File: config.mk
export PLATFORM = sky130hd
export DESIGN_NAME = pipe_stage_skid_flat
export DESIGN_NICKNAME = d
export VERILOG_FILES = /design/src/rtl/pipe_stage_skid_pkg.sv /design/src/rtl/pipe_stage_skid_if.sv /design/src/rtl/pipe_stage_skid_sat_counter.sv /design/src/rtl/pipe_stage_skid.sv /design/src/flat_wrapper.sv
export SDC_FILE = /design/constraint.sdc
export NUM_CORES = 1
export LEC_CHECK = 0
export CORE_ASPECT_RATIO = 2
export CORE_MARGIN = 4
export CORE_UTILIZATION = 45
export DETAILED_ROUTE_END_ITERATION = 10
export GPL_ROUTABILITY_DRIVEN = 0
export PLACE_DENSITY = 0.76
export SYNTH_ARGS = -nofsm -noshare
export SYNTH_HDL_FRONTEND = slang
export SYNTH_SLANG_ARGS = --single-unit
File: constraint.sdc
create_clock -name clk -period 1.8 [get_ports clk]
set_input_delay 0.54 -clock clk [delete_from_list [all_inputs] [get_ports clk]]
set_output_delay 0.54 -clock clk [all_outputs]
set_load 0.01 [all_outputs]
File: src/rtl/pipe_stage_skid_pkg.sv
// Shared pipeline-stage definitions: occupancy encoding, per-stage control widths
// and the all-zero bubble encoding.
package pipe_pkg;

    typedef enum logic [1:0] {
        EMPTY = 2'd0,
        ONE   = 2'd1,
        FULL  = 2'd2
    } occ_e;

    // Control bundle widths of the existing stage boundaries
    localparam int IFID_CTRL_W  = 8;
    localparam int IDEX_CTRL_W  = 8;
    localparam int EXMEM_CTRL_W = 8;
    localparam int MEMWB_CTRL_W = 8;  // RegRd 5, RegWrite 1, MemtoReg 2

    // A bubble is all zeros: nop instruction, RegWrite = 0
    localparam logic NOP_BIT = 1'b0;

endpackage

File: src/rtl/pipe_stage_skid_if.sv
// Valid/ready handshake bundle seen by one pipeline stage: upstream side (in_*)
// and downstream side (out_*).
interface pipe_stage_skid_if #(
    parameter int DATA_W = 128,
    parameter int CTRL_W = 8
);
    logic              in_valid;
    logic              in_ready;
    logic [DATA_W-1:0] in_data;
    logic [CTRL_W-1:0] in_ctrl;
    logic              out_valid;
    logic              out_ready;
    logic [DATA_W-1:0] out_data;
    logic [CTRL_W-1:0] out_ctrl;

    modport master (
        output in_valid, in_data, in_ctrl, out_ready,
        input  in_ready, out_valid, out_data, out_ctrl
    );

    modport slave (
        input  in_valid, in_data, in_ctrl, out_ready,
        output in_ready, out_valid, out_data, out_ctrl
    );
endinterface

File: src/rtl/pipe_stage_skid_sat_counter.sv
// Saturating event counter; sticks at all-ones and is cleared only by reset.
module sat_counter #(
    parameter int CNT_W = 16
) (
    input  logic             clk,
    input  logic             rst,
    input  logic             inc,
    output logic [CNT_W-1:0] value
);
    localparam logic [CNT_W-1:0] CNT_ONE = {{(CNT_W-1){1'b0}}, 1'b1};
    localparam logic [CNT_W-1:0] CNT_MAX = {CNT_W{1'b1}};

    logic [CNT_W-1:0] value_r;

    // Count qualifying events until the maximum value is reached
    always_ff @(posedge clk or negedge rst) begin
        if (!rst) begin
            value_r <= {CNT_W{1'b0}};
        end else if (inc && (value_r != CNT_MAX)) begin
            value_r <= value_r + CNT_ONE;
        end else begin
            value_r <= value_r;
        end
    end

    assign value = value_r;
endmodule

File: src/rtl/pipe_stage_skid.sv
// Pipeline boundary register with a one-entry skid buffer so that in_ready is a
// pure flop, plus synchronous flush and a saturating stall counter.
module pipe_stage_skid
    import pipe_pkg::*;
#(
    parameter int DATA_W     = 128,
    parameter int CTRL_W     = 8,
    parameter int CNT_W      = 16,
    parameter bit CLEAR_DATA = 1'b1
) (
    input  logic             clk,
    input  logic             rst,
    input  logic             flush,
    pipe_stage_skid_if.slave bus,
    output logic [CNT_W-1:0] stall_cnt
);
    localparam logic [DATA_W-1:0] NOP_DATA = {DATA_W{NOP_BIT}};
    localparam logic [CTRL_W-1:0] NOP_CTRL = {CTRL_W{NOP_BIT}};

    occ_e              state_r;
    logic              out_valid_r;
    logic              in_ready_r;
    logic [DATA_W-1:0] main_data_r;
    logic [CTRL_W-1:0] main_ctrl_r;
    logic [DATA_W-1:0] skid_data_r;
    logic [CTRL_W-1:0] skid_ctrl_r;

    logic accept_s;
    logic pop_s;
    logic stall_s;

    assign accept_s = bus.in_valid && in_ready_r;
    assign pop_s    = out_valid_r && bus.out_ready;
    assign stall_s  = out_valid_r && !bus.out_ready;

    // Occupancy FSM with main/skid storage; flush overrides every transition
    always_ff @(posedge clk or negedge rst) begin
        if (!rst) begin
            state_r     <= EMPTY;
            out_valid_r <= 1'b0;
            in_ready_r  <= 1'b1;
            main_data_r <= NOP_DATA;
            main_ctrl_r <= NOP_CTRL;
            skid_data_r <= NOP_DATA;
            skid_ctrl_r <= NOP_CTRL;
        end else if (flush) begin
            state_r     <= EMPTY;
            out_valid_r <= 1'b0;
            in_ready_r  <= 1'b1;
            main_ctrl_r <= NOP_CTRL;
            skid_ctrl_r <= NOP_CTRL;
            if (CLEAR_DATA) begin
                main_data_r <= NOP_DATA;
                skid_data_r <= NOP_DATA;
            end else begin
                main_data_r <= main_data_r;
                skid_data_r <= skid_data_r;
            end
        end else begin
            case (state_r)
                EMPTY: begin
                    if (accept_s) begin
                        state_r     <= ONE;
                        out_valid_r <= 1'b1;
                        main_data_r <= bus.in_data;
                        main_ctrl_r <= bus.in_ctrl;
                    end else begin
                        state_r <= EMPTY;
                    end
                end
                ONE: begin
                    if (accept_s && pop_s) begin
                        main_data_r <= bus.in_data;
                        main_ctrl_r <= bus.in_ctrl;
                    end else if (accept_s) begin
                        state_r     <= FULL;
                        in_ready_r  <= 1'b0;
                        skid_data_r <= bus.in_data;
                        skid_ctrl_r <= bus.in_ctrl;
                    end else if (pop_s) begin
                        state_r     <= EMPTY;
                        out_valid_r <= 1'b0;
                        main_ctrl_r <= NOP_CTRL;
                        if (CLEAR_DATA) begin
                            main_data_r <= NOP_DATA;
                        end else begin
                            main_data_r <= main_data_r;
                        end
                    end else begin
                        state_r <= ONE;
                    end
                end
                FULL: begin
                    // in_ready is low here, so only a pop can move the state
                    if (pop_s) begin
                        state_r     <= ONE;
                        in_ready_r  <= 1'b1;
                        main_data_r <= skid_data_r;
                        main_ctrl_r <= skid_ctrl_r;
                        skid_ctrl_r <= NOP_CTRL;
                        if (CLEAR_DATA) begin
                            skid_data_r <= NOP_DATA;
                        end else begin
                            skid_data_r <= skid_data_r;
                        end
                    end else begin
                        state_r <= FULL;
                    end
                end
                default: begin
                    state_r     <= EMPTY;
                    out_valid_r <= 1'b0;
                    in_ready_r  <= 1'b1;
                    main_ctrl_r <= NOP_CTRL;
                    skid_ctrl_r <= NOP_CTRL;
                end
            endcase
        end
    end

    sat_counter #(
        .CNT_W (CNT_W)
    ) u_stall_cnt (
        .clk   (clk),
        .rst   (rst),
        .inc   (stall_s),
        .value (stall_cnt)
    );

    assign bus.in_ready  = in_ready_r;
    assign bus.out_valid = out_valid_r;
    assign bus.out_data  = main_data_r;
    assign bus.out_ctrl  = main_ctrl_r & {CTRL_W{out_valid_r}};
endmodule

File: src/flat_wrapper.sv
// flat-port wrapper written by rule: the top's interface ports become plain ports
module pipe_stage_skid_flat import pipe_pkg::*;
#(
    parameter int DATA_W     = 128,
    parameter int CTRL_W     = 8,
    parameter int CNT_W      = 16,
    parameter bit CLEAR_DATA = 1'b1
)
  (clk, rst, flush, stall_cnt, bus_in_valid, bus_in_data, bus_in_ctrl, bus_out_ready, bus_in_ready, bus_out_valid, bus_out_data, bus_out_ctrl);
  pipe_stage_skid_if #(.DATA_W(DATA_W), .CTRL_W(CTRL_W)) bus_i ();
  input  logic clk;
  input  logic rst;
  input  logic flush;
  output logic [CNT_W-1:0] stall_cnt;
  input wire logic [$bits(bus_i.in_valid)-1:0] bus_in_valid;
  input wire logic [$bits(bus_i.in_data)-1:0] bus_in_data;
  input wire logic [$bits(bus_i.in_ctrl)-1:0] bus_in_ctrl;
  input wire logic [$bits(bus_i.out_ready)-1:0] bus_out_ready;
  output wire logic [$bits(bus_i.in_ready)-1:0] bus_in_ready;
  output wire logic [$bits(bus_i.out_valid)-1:0] bus_out_valid;
  output wire logic [$bits(bus_i.out_data)-1:0] bus_out_data;
  output wire logic [$bits(bus_i.out_ctrl)-1:0] bus_out_ctrl;
  assign bus_i.in_valid = bus_in_valid;
  assign bus_i.in_data = bus_in_data;
  assign bus_i.in_ctrl = bus_in_ctrl;
  assign bus_i.out_ready = bus_out_ready;
  assign bus_in_ready = bus_i.in_ready;
  assign bus_out_valid = bus_i.out_valid;
  assign bus_out_data = bus_i.out_data;
  assign bus_out_ctrl = bus_i.out_ctrl;
  pipe_stage_skid #(.DATA_W(DATA_W), .CTRL_W(CTRL_W), .CNT_W(CNT_W), .CLEAR_DATA(CLEAR_DATA)) u_core (.clk(clk), .rst(rst), .flush(flush), .bus(bus_i), .stall_cnt(stall_cnt));
endmodule
Word-level counts from Yosys, hierarchy flattened
Cells that the tools add are included.

Register bits after elaboration: 292. Latch bits: 0. Memory bits (writable): 0. Bits in read-only memories: 0. Input bits: 141. Output and inout port bits: 154. Memories kept: 0.

Add/sub/neg operators: 1. Multipliers: 0. Div/mod/pow operators: 0. Order comparisons: 0. Equality and inequality tests: 13. Shifts and indexed selects: 0. Mux-type cells: 38. Bitwise logic cells: 1. Reduce and logical (&&, ||, !) cells: 14.

Operators with widths (count): two-way mux 128 bit (8); one-hot mux 128 bit (3 select lines) (1); one-hot mux 128 bit (2 select lines) (1); two-way mux 8 bit (8); one-hot mux 8 bit (3 select lines) (2); adder 16 x 1 -> 16 bit (second input constant) (1); inequality test 16 bit (second input constant) (1); inequality test 3 x 2 -> 1 bit (second input constant) (4); AND reduction 4 bit (3); two-way mux 1 bit (11); AND reduction 5 bit (2); AND 8 bit (1); two-way mux 2 bit (4); inequality test 3 bit (second input constant) (2); one-hot mux 1 bit (3 select lines) (2); one-hot mux 2 bit (3 select lines) (1); logical AND 1 bit (5); inequality test 2 bit (second input constant) (2); inequality test 4 x 2 -> 1 bit (second input constant) (1); inequality test 4 bit (second input constant) (1); nonzero test 4 bit (1); nonzero test 3 bit (1); == test 2 x 1 -> 1 bit (second input constant) (1); == test 2 bit (second input constant) (1); 2 further kinds (2).

Logic depth before layout (Yosys ltp)
Gate-level depths: netlist of the first run.

Word-level depth: 6. Gate-level depth with buffers: 12.

Cells and area by module
A second synthesis of the first run with hierarchy kept.

Cell total of the unflattened synthesis: 917. Area, all modules: 12878.6 µm².

By module, submodules not included: pipe_stage_skid (times used 1, cells each 845, area each 12096.6 µm², sequential area each 6907.9 µm²); sat_counter (times used 1, cells each 72, area each 782.0 µm², sequential area each 400.4 µm²).

Worst setup path before layout of the first run
OpenSTA, ideal clock, no wires.

Kind: reg2reg. Start: register u_core.state_r[1]. End: register u_core.skid_data_r[100]. Library setup time: 0.127 ns. Data arrival time: 1.792 ns. Data required time: 1.673 ns. Slack: -0.120 ns. Cell stages (with the launch flop): 13. Buffers on the path: 5. Clock period less this slack: 1.920 ns. Cells stage by stage: dfrtp_1 -> inv_1 -> ha_1 -> buf_2 -> nand3_1 -> nor3_1 -> nor3_2 -> buf_6 -> buf_6 -> buf_12 -> buf_12 -> nand2_2 -> o21ai_2.

Word-level cells in the longest chain between the ends: 3. Elaborated cells between the ends (all ways): 9.

Ends and longest elaborated chain: from (decl) (line pipe_stage_skid.sv:20) `occ_e state_r;`; from (signal assigned) (line pipe_stage_skid.sv:39) `state_r <= EMPTY;`; from (signal assigned) (line pipe_stage_skid.sv:47) `state_r <= EMPTY;`; from (signal assigned) (line pipe_stage_skid.sv:63) `state_r <= ONE;`; == test 2 bit or == test 2 x 1 -> 1 bit (tied branches) (line pipe_stage_skid.sv:60) `case (state_r)`; inequality test 3 x 2 -> 1 bit (no source line), or another cell as far along; AND reduction 4 bit (no source line) or two-way mux 128 bit (tied branches); to (signal assigned) (line pipe_stage_skid.sv:57) `skid_data_r <= skid_data_r;`; to (signal assigned) (line pipe_stage_skid.sv:78) `skid_data_r <= bus.in_data;`; to (signal assigned) (line pipe_stage_skid.sv:104) `skid_data_r <= skid_data_r;`; to (decl) (line pipe_stage_skid.sv:25) `logic [DATA_W-1:0] skid_data_r;`.

Several ways; a longest one is shown, not always the timed one. A chain may end at the register's enable or synchronous reset.

Worst setup path after layout of the first run
Start: register u_core.state_r[1]. End: register u_core.main_data_r[31] (netlist: u_core.bus.out_data[31]).

Word-level cells in the longest chain between the ends: 3. Elaborated cells between the ends (all ways): 11.

Ends and longest elaborated chain: == test 2 x 1 -> 1 bit, or another cell as far along (line pipe_stage_skid.sv:60); inequality test 4 bit (no source line), or another cell as far along; AND reduction 5 bit (no source line) or two-way mux 128 bit (tied branches); to (signal assigned) (line pipe_stage_skid.sv:56) `main_data_r <= main_data_r;`; to (signal assigned) (line pipe_stage_skid.sv:65) `main_data_r <= bus.in_data;`; to (signal assigned) (line pipe_stage_skid.sv:73) `main_data_r <= bus.in_data;`; to (decl) (line pipe_stage_skid.sv:23) `logic [DATA_W-1:0] main_data_r;`.

Several ways; a longest one is shown, not always the timed one.

==> summary.txt, run 1 <==
Final layout
  – Commonest non-fill, non-tap cell in the layout: sky130_fd_sc_hd__dfrtp_1
  – Post-layout util: 0.7155
  – Final net count: 1724
  – Area growth from synthesis to layout: 55.78%
  – Number of fill cells in the layout: 1880
  – Area of combinational cells with multiple inputs: 0.005514 sq mm
  – Design Area, Final: 0.01979 sq mm
  – Reg area: 0.007315 sq mm
  – Layout cells sized above 1: 0.2810
  – Commonest cells after routing, fill and taps aside: sky130_fd_sc_hd__dfrtp_1, sky130_fd_sc_hd__nand2_1, sky130_fd_sc_hd__clkdlybuf4s50_1, sky130_fd_sc_hd__o2bb2ai_1, sky130_fd_sc_hd__a22oi_1

Synthesis
  – Mean post-synth cell area: 10.76 sq um
  – Sequential fraction of the synthesis area: 0.5754
  – Synthesized netlist net count: 1326
  – Count of warnings emitted by yosys: 0
  – Count of state elements after synthesis: 292
  – Share of synthesized flip-flops with an asynchronous set or reset: 1.000
  – Count of mapped cells out of synthesis: 1180
  – Post-synthesis cell type with the largest combined area: sky130_fd_sc_hd__dfrtp_1
  – Area contributors post-synth: sky130_fd_sc_hd__dfrtp_1, sky130_fd_sc_hd__o2bb2ai_1, sky130_fd_sc_hd__a22oi_1
  – Post-synthesis cell area: 0.01270 sq mm
  – Synth top area share: 0.5733
  – Post-synth EDFFs: 0
  – Synth unique cells: 41
  – Predominant post-synthesis flop cell: sky130_fd_sc_hd__dfrtp_1

Placed design
  – Number of port buffers: 294
  – Detailed-placement wirelength estimate: 26990 microns
  – Area of placed instances: 0.01696 sq mm

Power
  – Worst vdd rail ir drop: 1.119 mV
  – Total power draw: 27.76 mW
  – Leakage power: 9.239 nW
  – Power per cell area: 1403 mW/mm^2

Run
  – # Max-Cap Violations: 0

Die
  – Vertical extent of the die: 245.6 microns
  – I/O pins: 295
  – Area enclosed by the die boundary: 0.03114 sq mm
  – Initial core utilization: 0.4593
  – Core outline area: 0.02765 sq mm
  – # rows: 86
  – Horizontal extent of the die: 126.8 microns

STA
  – Count of final max-slew check failures: 0
  – Number of endpoints with negative hold slack in the final report: 0
  – Largest clock skew in the final design: 0.01286 ns
  – Setup repair after global routing missed its margin: true
  – Maximum operating frequency: 520.0 MHz
  – Final min period: 1.923 ns
  – Final setup slack of the worst path: -0.1231 ns
  – Remaining max-slew budget at the tightest pin: 0.7462
  – WHS: 0.4705 ns
  – Total negative slack: -8.395 ns
  – Final setup violation count: 178
  – Pin slew with the least headroom to its limit: 0.3807 ns
  – Share of the clock period used by the worst path: 1.068

Critical path
  – Startpoint of the worst-slack reg-to-reg timing path: u_core.state_r[1]$_DFFE_PN0N_
  – Register-to-Register Setup Slack: -0.12 ns
  – Ordered cell list for the critical path: inv_2, ha_4, nand3_4, buf_4, o21ai_4, buf_12, clkbuf_16, buf_8, a22oi_2, o2bb2ai_1
  – Startpoint class of the critical path: flip-flop
  – Critical path endpoint: u_core.bus.out_data[31]$_DFFE_PN0P_
  – Type of element capturing the critical path: flip-flop
  – Cell family with the largest share of critical-path delay: buffers and inverters
  – Worst path required time: 2.26 ns
  – Critical path depth: 10
  – Setup CP Type: reg -> reg
  – Worst path arrival time: 2.38 ns
  – End of the worst register-to-register path: u_core.bus.out_data[31]$_DFFE_PN0P_
  – Startpoint of the most critical setup path: u_core.state_r[1]$_DFFE_PN0N_
  – Maximum cell stage delay along the critical path: 0.39 ns
  – Sum of buffers and inverters on the critical path: 5
  – Highest net fanout along the worst path: 6
  – Slowest cell on the critical path: sky130_fd_sc_hd__dfrtp_1
  – Worst Reg2Reg Path Length in Cells: 10

CTS
  – Cell chosen for the clock root: sky130_fd_sc_hd__clkbuf_16
  – Number of clock sinks: 292
  – Clock latency on the worst-skew pair: 0.55 ns
  – Inserted Clock Buffers: 26
  – Clock buffer depth: 3
  – Clock tree from TritonCTS: done
  – Clock transition at the register clock pins on the worst setup and hold paths after CTS: 0.07 ns
  – H-tree levels: 1

Drt
  – Via density per instance: 5.920
  – Count of unresolved DRC violations after routing: 0
  – 1st-iter DRT viols: 824
  – Post-route antenna net violation count: 0
  – TritonRoute pass-1 iters: 5
  – Routed WL per cell: 23.25 microns
  – Via count: 11570
  – Post-detailed-routing wire length: 45420 microns

Global route
  – Number of global-route vias before repair: 11860
  – Pin count of the biggest net entering global routing: 70
  – Global-route wire length before repair: 64940 microns
  – Aggregate global routing overflow: 0
  – Global routing usage summed across all routing layers: 0.2609
  – Number of antenna violations at the first check in global routing: 4

Run status
  – Violations in the final reports: negative setup slack
  – Result of the run: finished, violations left

Hold path
  – Worst hold path type: in -> async
[cell type report]
type,count,share of cell area
Antenna cell,4,0.0005059
Sequential cell,292,0.3697
Tap cell,352,0.02226
Clock buffer,36,0.03940
Inverter,3,0.0005692
Timing Repair Buffer,475,0.2827
Clock inverter,12,0.006134
Multi-Input combinational cell,780,0.2787
[worst min path at each step]
stage          from  cells past startpoint                                      end
2_1_floorplan   rst                      0       u_core.bus.out_data[0]$_DFFE_PN0P_
3_3_place_gp    rst                      1  u_core.u_stall_cnt.value[7]$_DFFE_PN0P_
3_5_place_dp    rst                      1  u_core.u_stall_cnt.value[7]$_DFFE_PN0P_
4_1_cts         rst                      2  u_core.u_stall_cnt.value[7]$_DFFE_PN0P_
5_1_grt         rst                      2        u_core.skid_ctrl_r[6]$_DFFE_PN0P_
6_report        rst                      2  u_core.u_stall_cnt.value[7]$_DFFE_PN0P_
[cells in the mapped netlist, drive strengths merged (4+ instances only)]
cell / instances
a22oi: 136
ha: 5
nand3: 8
buf: 50
nor3: 5
nand2: 283
xnor2: 11
and2: 10
mux2: 4
dfrtp: 291
nand4: 4
clkbuf: 55
a21oi: 4
o21ai: 141
o2bb2ai: 137
nand2b: 4
nor2: 8
and3: 4
[where the power goes]
part | leakage (nW) | switching, mW | internal [mW]
clock network | 0.447 | 2.53 | 3.33
registers | 3.90 | 1.22 | 8.16
logic | 4.89 | 6.27 | 6.26
[metal layers]
metal / GRT usage / vias to the layer above / routed length [microns]
met5: 0 / - / 0
met4: 0.1443 / 0 / 3061
met3: 0.03022 / 170 / 2203
met2: 0.4671 / 531 / 24640
met1: 0.2996 / 5796 / 15510
li1: - / 5071 / -
[through the flow]
stage | instances | setup slack, ns
floorplan | 1180 | 0.009181
global placement | 1826 | -0.4413
detailed placement | 1826 | -0.4890
CTS | 1924 | -0.2468
global route | 1954 | -0.2139
finish | 1954 | -0.1231
[worst reg2reg max path: stages, from the launching register on]
cell,delay [ns]
sky130_fd_sc_hd__dfrtp_1,0.39
sky130_fd_sc_hd__inv_2,0.11
sky130_fd_sc_hd__ha_4,0.19
sky130_fd_sc_hd__nand3_4,0.10
sky130_fd_sc_hd__buf_4,0.16
sky130_fd_sc_hd__o21ai_4,0.24
sky130_fd_sc_hd__buf_12,0.17
sky130_fd_sc_hd__clkbuf_16,0.16
sky130_fd_sc_hd__buf_8,0.13
sky130_fd_sc_hd__a22oi_2,0.05
sky130_fd_sc_hd__o2bb2ai_1,0.14
[state kept, by name (all words and copies together) (netlist names)]
name / count
u_core.bus.in_ready: 1
u_core.u_stall_cnt.value: 16
u_core.bus.out_valid: 1
u_core.skid_data_r: 128
u_core.skid_ctrl_r: 8
u_core.state_r: 2
u_core.main_ctrl_r: 8
u_core.bus.out_data: 128
[cell families after synthesis]
group	after synthesis	share of synthesized area
simple gates	333	0.1149
xor+xnor	12	0.008275
fa+ha+maj	5	0.004926
mux	4	0.003546
buf+inv	108	0.04364
flops	292	0.5754
compound gates	426	0.2493
[timing repair]
item                                   4_1_cts  5_1_grt
setup endpoints to repair                  403      327
pin swaps                                    2      130
cloned                                      18       22
buffers inserted                            31       15
endpoints found under the hold margin       28        0
gates resized for setup                    306      224
hold buffers                                 1        0
Power figures use the tool's default switching activity.
==> run 2, diff against run 1 <==
MAX_ROUTING_LAYER = met4   (was unset)
==> summary.txt, run 2 (synthesis results as in run 1) <==
Run status
  – Result of the run: finished, violations left (unchanged)
  – Violations in the final reports: negative setup slack (unchanged)

Critical path
  – Cell repeated most along the worst path: sky130_fd_sc_hd__buf_12
  – Highest net fanout along the worst path: 19 (was 6)
  – Startpoint class of the critical path: flip-flop (unchanged)
  – Ordered cell list for the critical path: inv_2, ha_4, nand3_4, buf_4, o21ai_4, buf_12, buf_12, a22oi_1, o2bb2ai_1 (was inv_2, ha_4, nand3_4, buf_4, o21ai_4, buf_12, clkbuf_16, buf_8, a22oi_2, o2bb2ai_1)
  – Worst path required time: 2.24 ns (was 2.26 ns)
  – Slowest cell on the critical path: sky130_fd_sc_hd__dfrtp_1 (unchanged)
  – Worst path arrival time: 2.40 ns (was 2.38 ns)
  – Cell family with the largest share of critical-path delay: buffers and inverters (unchanged)
  – Setup CP Type: reg -> reg (unchanged)
  – Sum of buffers and inverters on the critical path: 4 (was 5)
  – Type of element capturing the critical path: flip-flop (unchanged)
  – Maximum cell stage delay along the critical path: 0.39 ns (about the same)

Global route
  – Pin count of the biggest net entering global routing: 70 (unchanged)
  – Number of global-route vias before repair: 11860 (about the same)
  – Global-route wire length before repair: 64900 microns (was 64940 microns)
  – GR met3 Demand/Resource: 0.02696 (was 0.03022)
  – Aggregate global routing overflow: 0 (unchanged)
  – Number of antenna violations at the first check in global routing: 4 (unchanged)
  – M1 GR Usage: 0.3032 (was 0.2996)
  – Global routing usage summed across all routing layers: 0.2685 (was 0.2609)
  – Met2 capacity usage during global routing: 0.4660 (was 0.4671)
  – Layer with the highest usage: met2 (unchanged)

CTS
  – Cell chosen for the clock root: sky130_fd_sc_hd__clkbuf_16 (unchanged)
  – H-tree levels: 1 (unchanged)
  – Inserted Clock Buffers: 26 (unchanged)
  – Clock transition at the register clock pins on the worst setup and hold paths after CTS: 0.07 ns (about the same)
  – Clock latency on the worst-skew pair: 0.54 ns (was 0.55 ns)
  – Clock buffer depth: 3 (unchanged)
  – Clock tree from TritonCTS: done (unchanged)
  – Number of clock sinks: 292 (unchanged)

STA
  – Share of the clock period used by the worst path: 1.086 (was 1.068)
  – Maximum operating frequency: 511.6 MHz (was 520.0 MHz)
  – Setup repair after global routing missed its margin: true (unchanged)
  – Number of endpoints with negative hold slack in the final report: 0 (unchanged)
  – Largest clock skew in the final design: 0.009688 ns (was 0.01286 ns)
  – Remaining max-slew budget at the tightest pin: 0.7458 (was 0.7462)
  – Total negative slack: -5.821 ns (was -8.395 ns)
  – Final min period: 1.955 ns (was 1.923 ns)
  – Count of final max-slew check failures: 0 (unchanged)
  – Final setup slack of the worst path: -0.1548 ns (was -0.1231 ns)
  – Pin slew with the least headroom to its limit: 0.3813 ns (was 0.3807 ns)
  – Final setup violation count: 158 (was 178)

Drt
  – TritonRoute pass-1 iters: 6 (was 5)
  – Via density per instance: 5.927 (was 5.920)
  – Via count: 11590 (was 11570)
  – 1st-iter DRT viols: 877 (was 824)
  – Post-detailed-routing wire length: 45180 microns (was 45420 microns)
  – Count of unresolved DRC violations after routing: 0 (unchanged)
  – Routed WL per cell: 23.10 microns (was 23.25 microns)
  – Post-route antenna net violation count: 0 (unchanged)

Power
  – Power per cell area: 1382 mW/mm^2 (was 1403 mW/mm^2)
  – Portion of total power attributed to combinational logic: 0.440 (was 0.451)
  – Reg power frac: 0.345 (was 0.338)
  – Total power draw: 27.23 mW (was 27.76 mW)
  – Leakage power: 9.147 nW (was 9.239 nW)
  – Share of total power consumed by net switching: 0.3634 (was 0.3608)
  – Internal power: 17.34 mW (was 17.75 mW)
  – Clk pwr share: 0.215 (was 0.211)
  – Worst vdd rail ir drop: 1.115 mV (was 1.119 mV)
  – Switching power total: 9.896 mW (was 10.02 mW)

Placed design
  – Pre-CTS setup slack: -0.4890 ns (unchanged)
  – Cell count after placement: 1826 (unchanged)
  – Area of placed instances: 0.01696 sq mm (unchanged)
  – Detailed-placement wirelength estimate: 26990 microns (unchanged)
  – Number of port buffers: 294 (unchanged)

Final layout
  – Commonest non-fill, non-tap cell in the layout: sky130_fd_sc_hd__dfrtp_1 (unchanged)
  – Number of fill cells in the layout: 1880 (unchanged)
  – Design Area, Final: 0.01971 sq mm (was 0.01979 sq mm)
  – Commonest cells after routing, fill and taps aside: sky130_fd_sc_hd__dfrtp_1, sky130_fd_sc_hd__nand2_1, sky130_fd_sc_hd__clkdlybuf4s50_1, sky130_fd_sc_hd__o2bb2ai_1, sky130_fd_sc_hd__a22oi_1 (unchanged)
  – Post-route non-filler standard cell count: 1956 (was 1954)
  – Area growth from synthesis to layout: 55.17% (was 55.78%)
  – Layout cells sized above 1: 0.2919 (was 0.2810)
  – Final net count: 1726 (was 1724)

Die
  – Vertical extent of the die: 245.6 microns (unchanged)
  – I/O pins: 295 (unchanged)
  – Area enclosed by the die boundary: 0.03114 sq mm (unchanged)
  – # rows: 86 (unchanged)
  – Initial core utilization: 0.4593 (unchanged)
  – Horizontal extent of the die: 126.8 microns (unchanged)
  – Core outline area: 0.02765 sq mm (unchanged)

Run
  – # Max-Cap Violations: 0 (unchanged)

Hold path
  – Worst hold path type: in -> async (unchanged)
==> run 2: cell count changes in the layout (fill, tap and decap cells not counted), moves of 7 or more <==
cell,delta
sky130_fd_sc_hd__o21ai_2,+7
sky130_fd_sc_hd__dlygate4sd2_1,-20
sky130_fd_sc_hd__clkbuf_16,-7
sky130_fd_sc_hd__o21ai_0,-8
sky130_fd_sc_hd__clkdlybuf4s15_1,+14
sky130_fd_sc_hd__nand2_1,-7
==> run 2: through the flow <==
step | utilization | hold WS (ns)
2_1_floorplan | - | 0.2444
3_3_place_gp | 0.6132 | 0.4259
3_5_place_dp | 0.6132 | 0.4310
4_1_cts | 0.6741 | 0.4541
5_1_grt | 0.7127 | 0.4813
6_report | 0.7127 | 0.4674
==> run 2: worst paths after layout <==
kind,slack [ns],endpoint,start,cells after the start
worst max-delay path,-0.15,u_core.bus.out_data[38]$_DFFE_PN0P_,u_core.state_r[1]$_DFFE_PN0N_,9
worst min register to register,0.48,u_core.skid_data_r[126]$_DFFE_PN0P_,u_core.skid_data_r[126]$_DFFE_PN0P_,2
worst max register to register,-0.15,u_core.bus.out_data[38]$_DFFE_PN0P_,u_core.state_r[1]$_DFFE_PN0N_,9
min in group clk,0.48,u_core.skid_data_r[126]$_DFFE_PN0P_,u_core.skid_data_r[126]$_DFFE_PN0P_,2
worst min-delay path,0.47,u_core.skid_ctrl_r[6]$_DFFE_PN0P_,rst,2
max in group asynchronous,0.64,u_core.bus.out_data[49]$_DFFE_PN0P_,rst,4
==> run 2: worst reg2reg max path, cell delays in order (launching register included) <==
cell and delay (ns):
sky130_fd_sc_hd__dfrtp_1 0.39, sky130_fd_sc_hd__inv_2 0.11, sky130_fd_sc_hd__ha_4 0.19, sky130_fd_sc_hd__nand3_4 0.09
sky130_fd_sc_hd__buf_4 0.15, sky130_fd_sc_hd__o21ai_4 0.19, sky130_fd_sc_hd__buf_12 0.18, sky130_fd_sc_hd__buf_12 0.19
sky130_fd_sc_hd__a22oi_1 0.11, sky130_fd_sc_hd__o2bb2ai_1 0.24
==> run 2: layout make-up <==
type                            instances  area, sq um  share of cell area
Timing Repair Buffer                  477         5479              0.2780
Inverter                                3        13.76           0.0006984
Sequential cell                       292         7316              0.3712
Clock inverter                         12        121.4            0.006158
Tap cell                              352        440.4             0.02235
Multi-Input combinational cell        780         5548              0.2815
Antenna cell                            4        10.01           0.0005079
Clock buffer                           36        779.5             0.03955
==> run 2: layer usage <==
metal | routed length (microns) | vias up
met5 | 0 | -
met3 | 2258 | 192
met1 | 15480 | 5737
met4 | 3053 | 0
li1 | - | 5097
met2 | 24390 | 568
==> run 2: power by group through the flow <==
stage / Sequential, mW / Clock, mW / Combinational (mW)
floorplan: 9.51 / 0 / 4.15
global placement: 9.31 / 0 / 9.44
detailed placement: 9.34 / 0 / 9.63
CTS: 9.20 / 5.93 / 10.4
global route: 9.53 / 6.20 / 12.7
finish: 9.39 / 5.87 / 12.0
==> run 2: timing repair <==
action,CTS,global route
hold buffers,1,0
pin swaps,2,58
hold endpoints to repair,28,0
cloned,18,17
setup endpoints to repair,403,326
gates resized for setup,306,275
setup buffers,31,22
==> run 3, diff against run 2 <==
CAP_MARGIN = 20   (was unset)
==> results of run 3 <==
No change in the layout: final DEF, timing and power equal those of run 2.
